<file path="src/rtl/ps2_key_decoder.sv">
// PS/2 Set-2 scan-code decoder: tracks two players' held keys and pulses an event per make/break.
// Optional build macro PREFIX_TIMEOUT_EN abandons a stale E0/F0 prefix after TIMEOUT_CYCLES clocks.
module ps2_key_decoder #(
    parameter int unsigned TIMEOUT_CYCLES = 2500000
) (
    input  logic       clk,
    input  logic       reset_n,
    input  logic [7:0] code_in,
    input  logic       code_valid,
    output logic [4:0] p1_keys,
    output logic [4:0] p2_keys,
    output logic       key_event,
    output logic [3:0] key_id,
    output logic       key_release
);

    typedef enum logic [1:0] {StIdle, StExt, StBrk, StExtBrk} state_e;

    state_e     state_q;
    logic [9:0] keys_q;

    logic       ext_flag;
    logic       brk_flag;
    logic       hit;
    logic       ext_need;
    logic [3:0] id;
    logic       match;

    always_comb begin
        ext_flag = (state_q == StExt) || (state_q == StExtBrk);
        brk_flag = (state_q == StBrk) || (state_q == StExtBrk);
        {hit, ext_need, id} = {1'b1, 1'b0, 4'd0};
        case (code_in)
            8'h1D:   {hit, ext_need, id} = {1'b1, 1'b0, 4'd0};
            8'h1B:   {hit, ext_need, id} = {1'b1, 1'b0, 4'd1};
            8'h1C:   {hit, ext_need, id} = {1'b1, 1'b0, 4'd2};
            8'h23:   {hit, ext_need, id} = {1'b1, 1'b0, 4'd3};
            8'h29:   {hit, ext_need, id} = {1'b1, 1'b0, 4'd4};
            8'h75:   {hit, ext_need, id} = {1'b1, 1'b1, 4'd5};
            8'h72:   {hit, ext_need, id} = {1'b1, 1'b1, 4'd6};
            8'h6B:   {hit, ext_need, id} = {1'b1, 1'b1, 4'd7};
            8'h74:   {hit, ext_need, id} = {1'b1, 1'b1, 4'd8};
            8'h5A:   {hit, ext_need, id} = {1'b1, 1'b0, 4'd9};
            default: {hit, ext_need, id} = {1'b0, 1'b0, 4'd0};
        endcase
        // Keypad 8 (bare 75) and keypad Enter (E0 5A) must not alias the game keys.
        match = hit && (ext_need == ext_flag);
    end

`ifdef PREFIX_TIMEOUT_EN
    localparam int unsigned CntW = $clog2(TIMEOUT_CYCLES);
    logic [CntW-1:0] tmo_cnt_q;
`else
    // Keep the parameter referenced when the timeout is compiled out.
    localparam int unsigned unused_timeout = TIMEOUT_CYCLES;
`endif

    always_ff @(posedge clk or negedge reset_n) begin
        if (!reset_n) begin
            state_q     <= StIdle;
            keys_q      <= '0;
            key_event   <= 1'b0;
            key_id      <= '0;
            key_release <= 1'b0;
`ifdef PREFIX_TIMEOUT_EN
            tmo_cnt_q   <= '0;
`endif
        end else begin
            key_event <= 1'b0;
            if (code_valid) begin
`ifdef PREFIX_TIMEOUT_EN
                tmo_cnt_q <= '0;
`endif
                if (code_in == 8'hE0) begin
                    state_q <= brk_flag ? StExtBrk : StExt;
                end else if (code_in == 8'hF0) begin
                    state_q <= ext_flag ? StExtBrk : StBrk;
                end else begin
                    state_q <= StIdle;
                    if (code_in == 8'h00 || code_in == 8'hFF) begin
                        keys_q <= '0;
                    end else if (match) begin
                        keys_q[id]  <= ~brk_flag;
                        key_event   <= 1'b1;
                        key_id      <= id;
                        key_release <= brk_flag;
                    end
                end
            end
`ifdef PREFIX_TIMEOUT_EN
            else if (state_q == StIdle) begin
                tmo_cnt_q <= '0;
            end else if (tmo_cnt_q == CntW'(TIMEOUT_CYCLES - 1)) begin
                state_q   <= StIdle;
                tmo_cnt_q <= '0;
            end else begin
                tmo_cnt_q <= tmo_cnt_q + CntW'(1);
            end
`endif
        end
    end

    assign p1_keys = keys_q[4:0];
    assign p2_keys = keys_q[9:5];

endmodule

</file>
<file path="config.mk">
export PLATFORM = sky130hd
export DESIGN_NAME = ps2_key_decoder
export DESIGN_NICKNAME = d
export VERILOG_FILES = /design/src/rtl/ps2_key_decoder.sv
export SDC_FILE = /design/constraint.sdc
export NUM_CORES = 1
export LEC_CHECK = 0
export CORE_UTILIZATION = 45
export DETAILED_ROUTE_END_ITERATION = 8
export GPL_TIMING_DRIVEN = 0
export PLACE_DENSITY_LB_ADDON = 0.1
export SKIP_CTS_REPAIR_TIMING = 1
export SYNTH_ARGS = -nofsm -noshare
export SYNTH_HDL_FRONTEND = slang
export SYNTH_SLANG_ARGS = --single-unit
export TNS_END_PERCENT = 100
</file>
<file path="constraint.sdc">
create_clock -name clk -period 1.8 [get_ports clk]
set_clock_uncertainty 0.1 [all_clocks]
set_input_delay 0.36 -clock clk [delete_from_list [all_inputs] [get_ports clk]]
set_output_delay 0.36 -clock clk [all_outputs]
set_load 0.01 [all_outputs]
</file>
==> results_dict.tcl, run 1 <==
set metrics [dict create \
    routed_wl_um 4100 \
    slowest_delay_ns 0.41 \
    htree_levels 1 \
    maxSlewHeadroom_pct 43.2 \
    drt_iter0_drc 36 \
    p_per_area_mw_per_mm2 503 \
    antenna_found_initial 0 \
    grt_usage_pct 23.7 \
    finalPower_mw 0.984 \
    fin_crit_ns 1.85 \
    dp_slack_ns -0.931 \
    area_growth_pct 57.0 \
    final_util_pct 76.8 \
    io_buffers 25 \
    violations "negative setup slack" \
    crit_type "input port to register" \
    die_h_um 54.6 \
    firstDrtPassIters 4 \
    startpoint_type "input port" \
    layout_common_cells "buf_4 (27), clkdlybuf4s50_1 (18), dfrtp_1 (17), buf_6 (11), nand2_1 (10)" \
    grt_pass1_wl_um 5020 \
    critPathSlowestCell "or4_4" \
    tightest_slew_ns 0.850 \
    initial_utilization_pct 48.9 \
    grt_pass1_vias 1106 \
    synth.largest_area_cell "dfrtp_1" \
    vias_per_cell 6.25 \
    grt_max_degree 19 \
    ant_nets 0 \
    cts_made_buffers 3 \
    synth_top_area_share_pct 36.2 \
    rr_worst_depth 5 \
    ioPinCount 27 \
    die-area_mm2 0.00298 \
    antenna_cells 0 \
    drv_slew 0 \
    synth_edf_count 0 \
    clock_path_buffers 2 \
    post-route-period-util_pct 103 \
    cpMostUsedCell "buf_6" \
    max_freq_mhz 539 \
    rows 18 \
    synth_ff_type "dfrtp_1" \
    synthesis.nets 144 \
    globalRouteOverflowTotal 0 \
    core-area_mm2 0.00254 \
    peakVddDrop_v 0.000381 \
    cts.sinks 18 \
    maxCapViolCount 0 \
    wl_per_cell_um 18.6 \
    worstPathRequired_ns 1.90 \
    hold_path.class "input port to register" \
    cp_max_fo 8 \
    whs_path_depth 4 \
    rsz0062_at_grt "true" \
    clk_pin_slew_ns 0.12 \
    hold_viol 0 \
    design_area_mm2 0.00195 \
    synth_seq_cells 18 \
    clk_latency_ns 0.31 \
    synth_area_leaders "dfrtp_1 (36%), buf_6 (3.6%), a211o_1 (3.5%)" \
    final_common_cell "buf_4" \
    num_vias 1374 \
    gp_congestion 0.842 \
    cts_root_buffer "clkbuf_4" \
    synth.distinct_cells 40 \
    worstPathCellList "buf_6 > buf_8 > or4_4 > o21a_4 > o211a_4 > o211ai_4 > buf_6 > mux2_4" \
    status "finished with violations" \
    ys_seq_area_share_pct 36.2 \
    syn_area_per_cell_um2 9.36 \
    p_leak_nw 0.854 \
    die_w_um 54.6 \
    route.detailed.drc 0 \
    synthArstFlopShare_pct 100 \
    syn_area_mm2 0.00124 \
    hpwl_um 2280 \
    syn_inst 133 \
    cp.arrival_ns 1.96 \
    finalSetupViolations 11 \
    fin_ws_ns -0.0537 \
    cts_tree "yes" \
    placed_area_mm2 0.00156 \
    nNetsFinal 202 \
    yosysWarnings 0 \
    drive_above_1_share_pct 42.6 \
    endpoint_kind "register" \
]
## worst paths after layout
kind / slack, ns / from / to
worst max-delay path: -0.05 / code_in[2] / key_release
worst min-delay path: 0.38 / code_in[1] / keys_q[8]
worst max register to register: 0 / state_q[0] / key_release
worst min register to register: 0.40 / key_id[0] / key_id[0]
max in group asynchronous: 0.61 / reset_n / state_q[0]
min in group asynchronous: 0.41 / reset_n / keys_q[6]
## worst max-delay path, delay by kind of cell
kind | cells | cell delay (ns)
AOI/OAI and AO/OA | 3 | 0.48
and+or+nand+nor | 1 | 0.41
buffers and inverters | 3 | 0.41
muxes | 1 | 0.29
## layer usage
layer  global-route usage (%)  wire length, µm
met5                        0                0
met4                     6.41              104
met3                     5.00              243
met2                     38.8             2020
met1                     31.1             1720
## synth_stat cells, types with 3 or more instances
library cell  count
a211o_1           5
a21o_1            4
a21oi_1           4
a31oi_1           3
and3_1            6
buf_2             4
buf_6             4
dfrtp_1          18
inv_1             5
mux2_2            3
nand2_1          10
nand3_1           7
nand3b_1          3
nand4_1           5
nor2_1            3
nor2b_1           4
nor3_1            7
nor4_1            3
o211ai_1          3
o31ai_1           5
## final cells by class
type	count	area (µm²)
Buffer	9	92.6
Clock buffer	4	36.3
Fill cell	156	591
Inverter	5	22.5
Multi-Input combinational cell	100	852
Sequential cell	18	452
Tap cell	30	37.5
Timing Repair Buffer	54	462
## logic make-up after synthesis
kind of cell              Yosys count  share of synthesized area, %
AOI/OAI and AO/OA                  32                          21.2
muxes                               3                          2.71
buffers and inverters              15                          7.94
DFF                                18                          36.2
xor gates and xnor gates            1                         0.704
and+or+nand+nor                    64                          31.3
## report_power, final
| part | switching [mW] | internal, mW |
|---|---|---|
| clock network | 0.143 | 0.124 |
| logic | 0.129 | 0.148 |
| registers | 0.0160 | 0.424 |
| total | 0.288 | 0.696 |
## flip-flops by register name, summed over array words and instances, names as in the netlist
register	flops
key_id	4
keys_q	10
state_q	2
key_event	1
key_release	1
## stage by stage
| step | std cells | TNS [ns] | hold slack, ns |
|---|---|---|---|
| 2_1_floorplan | 133 | -2.86 | -0.0356 |
| 3_3_place_gp | 188 | -13.72 | 0.365 |
| 3_5_place_dp | 188 | -14.18 | 0.365 |
| 4_1_cts | 192 | -8.62 | 0.355 |
| 5_1_grt | 220 | -1.09 | 0.384 |
| 6_report | 220 | -0.314 | 0.382 |
No activity file was read; power rests on OpenSTA's default activity.
==> run 2, diff against run 1 <==
==> constraint.sdc (replaced) <==
create_clock -name clk -period 2.4 [get_ports clk]
set_clock_uncertainty 0.1 [all_clocks]
set_input_delay 0.48 -clock clk [delete_from_list [all_inputs] [get_ports clk]]
set_output_delay 0.48 -clock clk [all_outputs]
set_load 0.01 [all_outputs]
==> run 2 against run 1 <==
The run now ends clean. Critical path depth unchanged. Combinational power down 42%. Via count is 9.3% lower. Setup slack better by 0.28 ns. Clock power is 25% lower. Utilization decreased by 8.4 points. Hold slack better by 0.012 ns. Largest cell class unchanged. Largest power group unchanged.
==> results_dict.tcl, run 2 (synthesized netlist as in run 1, its figures left out) <==
set metrics [dict create \
    status "completed" \
    num_vias 1246 \
    routed_wl_um 3380 \
    maxSlewHeadroom_pct 46.7 \
    startpoint_type "input port" \
    layout_common_cells "clkdlybuf4s50_1 (18), dfrtp_1 (18), buf_4 (12), nand2_1 (10)" \
    grt_max_degree 19 \
    critPathTopFamily "compound AO/OA/AOI/OAI gates" \
    hold_viol 0 \
    ioPinCount 27 \
    clk_latency_ns 0.31 \
    final_util_pct 68.4 \
    hold_start "key_id[3]" \
    grt_pass1_wl_um 4700 \
    p_seq_share_pct 47.5 \
    gp_congestion 0.849 \
    die_h_um 54.6 \
    fin_ws_ns 0.231 \
    layoutNonFillerInstCount 204 \
    vias_per_cell 6.11 \
    reg2reg_from "state_q[0]" \
    grt_pass1_vias 1041 \
    tightest_slew_ns 0.797 \
    worstPathRequired_ns 2.50 \
    worstPathCellList "dlymetal6s2s_1 > buf_6 > or4_4 > o21a_4 > o211a_2 > o211ai_4 > buf_6 > mux2_2" \
    die-area_mm2 0.00298 \
    nNetsFinal 186 \
    placed_area_mm2 0.00153 \
    cpMostUsedCell "buf_6" \
    hpwl_um 2220 \
    cts_made_buffers 3 \
    p_leak_nw 0.785 \
    worstReg2RegEnd "key_release" \
    slowest_delay_ns 0.48 \
    clk_pin_slew_ns 0.12 \
    switching_share_pct 28.5 \
    maxCapViolCount 0 \
    nFillCells 209 \
    design_area_mm2 0.00174 \
    initial_utilization_pct 48.9 \
    p_comb_share_pct 23.4 \
    grt_usage_pct 22.1 \
    finalPower_mw 0.692 \
    core-area_mm2 0.00254 \
    fin_crit_ns 2.17 \
    rows 18 \
    hold_path.class "register to register" \
    timing.hold.ws_ns 0.395 \
    area_growth_pct 39.9 \
    crit_start "code_in[2]" \
    drt_iter0_drc 58 \
    drive_above_1_share_pct 27.0 \
    rr_worst_depth 5 \
    largest-register "keys_q" \
    crit_type "input port to register" \
    reg.largest.list "keys_q (10), key_id (4), state_q (2)" \
    firstDrtPassIters 4 \
    die_w_um 54.6 \
    io_buffers 25 \
    route.detailed.drc 0 \
    min_to "key_id[3]" \
    rsz0062_at_grt "false" \
    wl_per_cell_um 16.6 \
    cts.sinks 18 \
    clock_path_buffers 2 \
    post-route-period-util_pct 90.4 \
    max_freq_mhz 461 \
    antenna_cells 0 \
    power.internal_mw 0.495 \
    p_per_area_mw_per_mm2 397 \
    largest_reg_flops 10 \
    whs_path_depth 1 \
    finalSetupViolations 0 \
    clkPwrFrac_pct 29.1 \
    cp.arrival_ns 2.27 \
    dp.cells 188 \
    dp_slack_ns -0.493 \
    cts_root_buffer "clkbuf_4" \
    antenna_found_initial 0 \
    htree_levels 1 \
    p_switching_mw 0.197 \
    cp_max_fo 7 \
    reg2reg_slack_ns 0.51 \
    cp_num_buf_inv 3 \
    drv_slew 0 \
    critPathSlowestCell "or4_4" \
    cts_tree "yes" \
    endpoint_kind "register" \
    ant_nets 0 \
    fin_setup_tns_ns 0 \
    peakVddDrop_v 0.000328 \
    globalRouteOverflowTotal 0 \
]
[run 2: cell types whose count changed in the layout (fill, tap and decap cells not counted), sizes merged]
cell,previous run,this run
inv,4,5
buf,41,22
dlymetal6s2s,0,7
clkinvlp,1,0
clkbuf,8,4
[run 2: worst max-delay path by stage]
stage / to / slack, ns / cells after the start
final: key_release / 0.23 / 8
after CTS: keys_q[2] / -0.18 / 9
after detailed placement: keys_q[2] / -0.49 / 9
after global routing: keys_q[4] / 0.17 / 9
after global placement: keys_q[4] / -0.47 / 9
after floorplan: key_id[2] / 0.16 / 7
[run 2: final cells by class]
type,count,area (µm²),area share (%)
clock buffers,4,36.3,2.08
multi-input cells,100,747,42.9
plain buffers,10,96.3,5.53
inverters,5,18.8,1.08
flip-flops and latches,18,450,25.9
well taps,30,37.5,2.16
repair buffers,37,355,20.4
[run 2: worst register-to-register path, cell delays in order, from the launching register on]
cell	delay (ns)
dfrtp_1	0.45
or2_2	0.31
mux2_2	0.29
o211ai_4	0.13
buf_6	0.16
mux2_2	0.32
[run 2: per-layer routing]
layer / part of all wire [%] / wire [µm] / up-vias / global-route usage (%)
met2: 51 / 1730 / 65 / 37.1
met3: 6.3 / 212 / 4 / 4.17
li1: - / - / 583 / -
met1: 42 / 1430 / 594 / 29.1
met5: 0 / 0 / - / 0
met4: 0.35 / 12 / 0 / 4.70
[run 2: power by group through the flow]
stage	clock (mW)	combinational [mW]	sequential [mW]
floorplan	0	0.0730	0.338
global placement	0	0.140	0.334
detailed placement	0	0.144	0.334
CTS	0.203	0.144	0.328
global route	0.215	0.174	0.330
finish	0.201	0.162	0.329
==> run 3, diff against run 2 <==
--- a/config.mk
+++ b/config.mk
@@ -6,6 +6,7 @@
 export NUM_CORES = 1
 export LEC_CHECK = 0
 export CORE_UTILIZATION = 45
+export CTS_CLUSTER_SIZE = 24
 export DETAILED_ROUTE_END_ITERATION = 8
 export GPL_TIMING_DRIVEN = 0
 export PLACE_DENSITY_LB_ADDON = 0.1
==> results of run 3 <==
The final DEF is identical to that of run 2; final timing and power are the same.
==> RTL edit 1, RTL diff (config.mk and constraints of run 3) <==
The option `PREFIX_TIMEOUT_EN` is turned on by a define.
--- a/src/rtl/ps2_key_decoder.sv
+++ b/src/rtl/ps2_key_decoder.sv
@@ -1,5 +1,7 @@
 // PS/2 Set-2 scan-code decoder: tracks two players' held keys and pulses an event per make/break.
 // Optional build macro PREFIX_TIMEOUT_EN abandons a stale E0/F0 prefix after TIMEOUT_CYCLES clocks.
+`define PREFIX_TIMEOUT_EN
+
 module ps2_key_decoder #(
     parameter int unsigned TIMEOUT_CYCLES = 2500000
 ) (
Check against the original RTL: same outputs for any inputs over 10 cycles, from zero or initial values and one cycle with reset_n low; that may be too few to reach the edited logic, so the function may still have changed.
==> RTL edit 1 against run 3 <==
Power is 86% higher; design area is 64% higher; wire length is 64% higher; sequential cell count is 22 higher; sequential share of layout area is 9.2 points higher; clock power is 110% higher; synthesized area is 83% higher; via count is 58% higher; worst setup slack worse by 210 ps; critical endpoint unchanged.
==> RTL edit 1: results (changes against run 3) <==
{| class="wikitable"
! Metric !! Value
|-
| Root Buffer || clkbuf_8 (was clkbuf_4)
|-
| Routed length on met3 || 248 µm (was 212 µm)
|-
| Number of cells traversed by the worst register-to-register path || 6 (was 5)
|-
| Regs by FF count || tmo_cnt_q: 22 flops, keys_q: 10 flops, key_id: 4 flops (was keys_q: 10 flops, key_id: 4 flops, state_q: 2 flops)
|-
| Global-route usage over all layers || 22.1% (about the same)
|-
| Syn Inst Count || 236 (was 133)
|-
| Via count of the first global-routing pass || 1809 (was 1041)
|-
| Length of routed met2 wiring || 2330 µm (was 1730 µm)
|-
| Maximum net fanout on the critical path || 6 (was 7)
|-
| Portion of the post-synthesis area used by sequential elements || 43.9% (was 36.2%)
|-
| Total leakage power || 1.15 nW (was 0.785 nW)
|-
| Share of the synthesized area in compound gates (AO/OA/AOI/OAI) || 10.8% (was 21.2%)
|-
| Insertion delay to the later sink of the worst-skew pair || 290 ps (was 310 ps)
|-
| Worst R2R End || tmo_cnt_q[17] (was key_release)
|-
| Proportion of layout cells with a drive suffix above 1 || 19.7% (was 27.0%)
|-
| Pin count of the biggest net entering global routing || 41 (was 19)
|-
| Dpl cells || 328 (was 188)
|-
| Global Route met2 Usage || 28.9% (was 37.1%)
|-
| Final estimated routing congestion in global placement || 0.928 (was 0.849)
|-
| Power in the clock group || 0.429 mW (was 0.201 mW)
|-
| Internal power contribution || 0.958 mW (was 0.495 mW)
|-
| Hold Slack || 40.5 ps (was 395 ps)
|-
| Synth top area cells || dfrtp_1 44%, xor2_1 5.4%, nor2_1 4.9% (was dfrtp_1 36%, buf_6 3.6%, a211o_1 3.5%)
|-
| Grt met1 use || 35.0% (was 29.1%)
|-
| Path class of the lowest-slack min-delay path || input port to async pin (was register to register)
|-
| Mux cell area share after synthesis || 4.23% (was 2.71%)
|-
| Highest clock rate || 420 MHz (was 461 MHz)
|-
| Status || finished clean (unchanged)
|-
| Worst setup slack before clock tree synthesis || -823 ps (was -493 ps)
|}
RTL edit 1: area by class of cell:
cell class | instances | area (µm²) | share of cell area (%)
Sequential cell | 40 | 1000 | 35.0
Clock buffer | 5 | 68.8 | 2.41
Timing Repair Buffer | 31 | 294 | 10.3
Inverter | 4 | 15.0 | 0.525
Tap cell | 67 | 83.8 | 2.93
Buffer | 13 | 73.8 | 2.58
Clock inverter | 2 | 12.5 | 0.438
Multi-Input combinational cell | 179 | 1310 | 45.8
RTL edit 1: how the worst max path moves through the flow:
stage	to	start	cells after the start
detailed placement	key_id[1]	code_in[4]	7
global route	tmo_cnt_q[18]	tmo_cnt_q[14]	6
finish	key_release	code_in[6]	7
global placement	key_id[1]	code_in[4]	7
floorplan	key_id[0]	code_in[4]	5
CTS	key_id[0]	code_in[4]	7
RTL edit 1: worst max-delay path, stage by stage:
cell	delay, ps
clkbuf_2	100
or4_4	550
or3_4	410
and2_4	150
a311oi_4	290
buf_6	180
mux2_4	300
==> RTL edit 2, RTL diff (config.mk and constraints of run 3) <==
Without the edit above. Register the outputs `p1_keys` and `p2_keys`, without a reset; this adds one clock of latency there. The other outputs are not delayed to match.
--- a/src/rtl/ps2_key_decoder.sv
+++ b/src/rtl/ps2_key_decoder.sv
@@ -100,8 +100,10 @@
         end
     end
 
-    assign p1_keys = keys_q[4:0];
-    assign p2_keys = keys_q[9:5];
+    always_ff @(posedge clk) begin
+        p1_keys <= keys_q[4:0];
+        p2_keys <= keys_q[9:5];
+    end
 
 endmodule
 
Behaviour: not the same (Yosys sat finds a counterexample within 4 cycles, from zero or initial values and one cycle with reset_n low).
==> RTL edit 2 against run 3 <==
Synthesized area is 22% higher; synthesized cell count unchanged; wire length grew 0.77%; via count shrank 0.72%; worst setup slack improved by 30 ps; utilization decreased by 6.4 points; sequential cell count rose by 10; design area up 11%; first-iteration DRC count decreased by 21%; register-to-register slack better by 210 ps; power up 42%; count of clock-buffer cells in the layout down 1.
==> RTL edit 2: results (changes against run 3) <==
{| class="wikitable"
! Metric !! Value
|-
| Status || finished clean (unchanged)
|-
| Cell with the largest stage delay on the worst path || nor4bb_2 (was or4_4)
|-
| Portion of the post-synthesis area used by sequential elements || 43.0% (was 36.2%)
|-
| Buffer depth of the longest clock path || 2 (unchanged)
|-
| Placement Cell Area || 1800 µm² (was 1530 µm²)
|-
| Drt total wl || 3410 µm (was 3380 µm)
|-
| Via count of the first global-routing pass || 1129 (was 1041)
|-
| Yosys warning count || 0 (unchanged)
|-
| Number of nets in the finished design || 176 (was 186)
|-
| Family of cells with the greatest summed delay on the critical path || simple AND/OR/NAND/NOR gates (was compound AO/OA/AOI/OAI gates)
|-
| Via Count || 1237 (was 1246)
|-
| Arrival time at the worst endpoint || 2280 ps
|-
| Total leakage power || 0.831 nW (was 0.785 nW)
|-
| Register area || 651 µm² (was 450 µm²)
|-
| Post-synthesis async set-or-reset flop share || 64.3% (was 100%)
|-
| Clock Pin Slew Worst Setup and Hold Paths || 160 ps (was 120 ps)
|-
| Number of detailed-routing iterations run before antenna repair || 4 (unchanged)
|-
| VDD IR-drop max || 0.257 mV (was 0.328 mV)
|-
| Number of buffers created by CTS || 3 (unchanged)
|-
| Worst setup slack before clock tree synthesis || -482 ps (was -493 ps)
|-
| Post-synth net total || 144 (unchanged)
|-
| Number of I/O port buffers || 23 (was 25)
|-
| Final HPWL DP || 2540 µm (was 2220 µm)
|-
| Proportion of layout cells with a drive suffix above 1 || 26.2% (was 27.0%)
|-
| Root Buffer || clkbuf_4 (unchanged)
|-
| Number of filler instances in the final layout || 268 (was 209)
|-
| Slew of the pin with the lowest slew margin || 816 ps (was 797 ps)
|-
| Drt initial violations || 46 (was 58)
|-
| Commonest cells post-synth || 18 x dfrtp_1, 10 x dfxtp_1, 9 x nand3_1 (was 18 x dfrtp_1, 10 x nand2_1, 7 x nand3_1, 7 x nor3_1, 6 x and3_1)
|-
| First-pass GRT wire length || 5400 µm (was 4700 µm)
|-
| Slowest cell delay on critical path || 430 ps (was 480 ps)
|-
| Maximum net fanout on the critical path || 8 (was 7)
|-
| Regs by FF count || keys_q: 10 flops, p1_keys: 5 flops, p2_keys: 5 flops (was keys_q: 10 flops, key_id: 4 flops, state_q: 2 flops)
|-
| Synth top area cells || dfrtp_1 30%, dfxtp_1 13%, o31ai_2 5.0% (was dfrtp_1 36%, buf_6 3.6%, a211o_1 3.5%)
|-
| Count of cell types in the netlist || 47 (was 40)
|-
| Insertion delay to the later sink of the worst-skew pair || 350 ps (was 310 ps)
|-
| Final estimated routing congestion in global placement || 0.873 (was 0.849)
|-
| Global-route usage over all layers || 20.6% (was 22.1%)
|}
RTL edit 2: cell count changes after synthesis, moves of 4 or more:
cell     delta
a211o_1     -5
and3_1      -6
dfxtp_1    +10
inv_1       -4
nor3_1      -5
o21ai_0     +4
o31ai_2     +6
RTL edit 2: area by class of cell:
class,instances,area share (%)
Clock inverter,1,1.55
Buffer,9,4.00
Multi-Input combinational cell,95,42.8
Clock buffer,3,1.16
Inverter,1,0.194
Tap cell,44,2.84
Sequential cell,28,33.5
Timing Repair Buffer,27,13.9
RTL edit 2: cells by family (layout without fill, tap and decap cells):
group	after synthesis	count (layout)	synth area share, %
AO/OA/AOI/OAI	37	37	24.2
buffers and inverters	10	41	4.55
flip-flops	28	28	43.0
multiplexers	5	5	3.56
AND/OR/NAND/NOR	53	53	24.6
RTL edit 2: worst paths after layout:
kind	endpoint	slack [ps]	startpoint	depth (start not counted)
min in group asynchronous	keys_q[5]	480	reset_n	1
max	key_id[0]	260	code_in[2]	7
max reg2reg	key_id[0]	720	state_q[0]	4
min	p2_keys[2]	280	keys_q[7]	0
min reg2reg	p2_keys[2]	280	keys_q[7]	0
max in group asynchronous	keys_q[7]	1220	reset_n	1
RTL edit 2: metal layers:
metal / global-route usage [%] / wire length (µm) / vias to the layer above
li1: - / - / 577
met1: 27.8 / 1540 / 586
met2: 32.1 / 1550 / 61
met3: 2.60 / 191 / 13
met4: 11.0 / 129 / 0
met5: 0 / 0 / -
RTL edit 2: worst reg2reg max path, stage by stage, from the launching register on:
cell,delay (ps)
dfrtp_1,490
nor3_4,310
a21oi_4,140
nor2_4,190
mux2_1,350
RTL edit 2: power by group:
group,switching (mW),internal [mW],total [mW]
clock network,0.153,0.169,0.322
logic,0.0826,0.0768,0.159
registers,0.0106,0.492,0.503
RTL edit 2: metrics by stage:
| step | hold WS [ps] | power [mW] | instances |
|---|---|---|---|
| after floorplan | 84.4 | 0.592 | 133 |
| after global placement | 251 | 0.656 | 200 |
| after detailed placement | 247 | 0.661 | 200 |
| after CTS | 283 | 0.975 | 204 |
| after global routing | 292 | 1.02 | 208 |
| final | 281 | 0.985 | 208 |
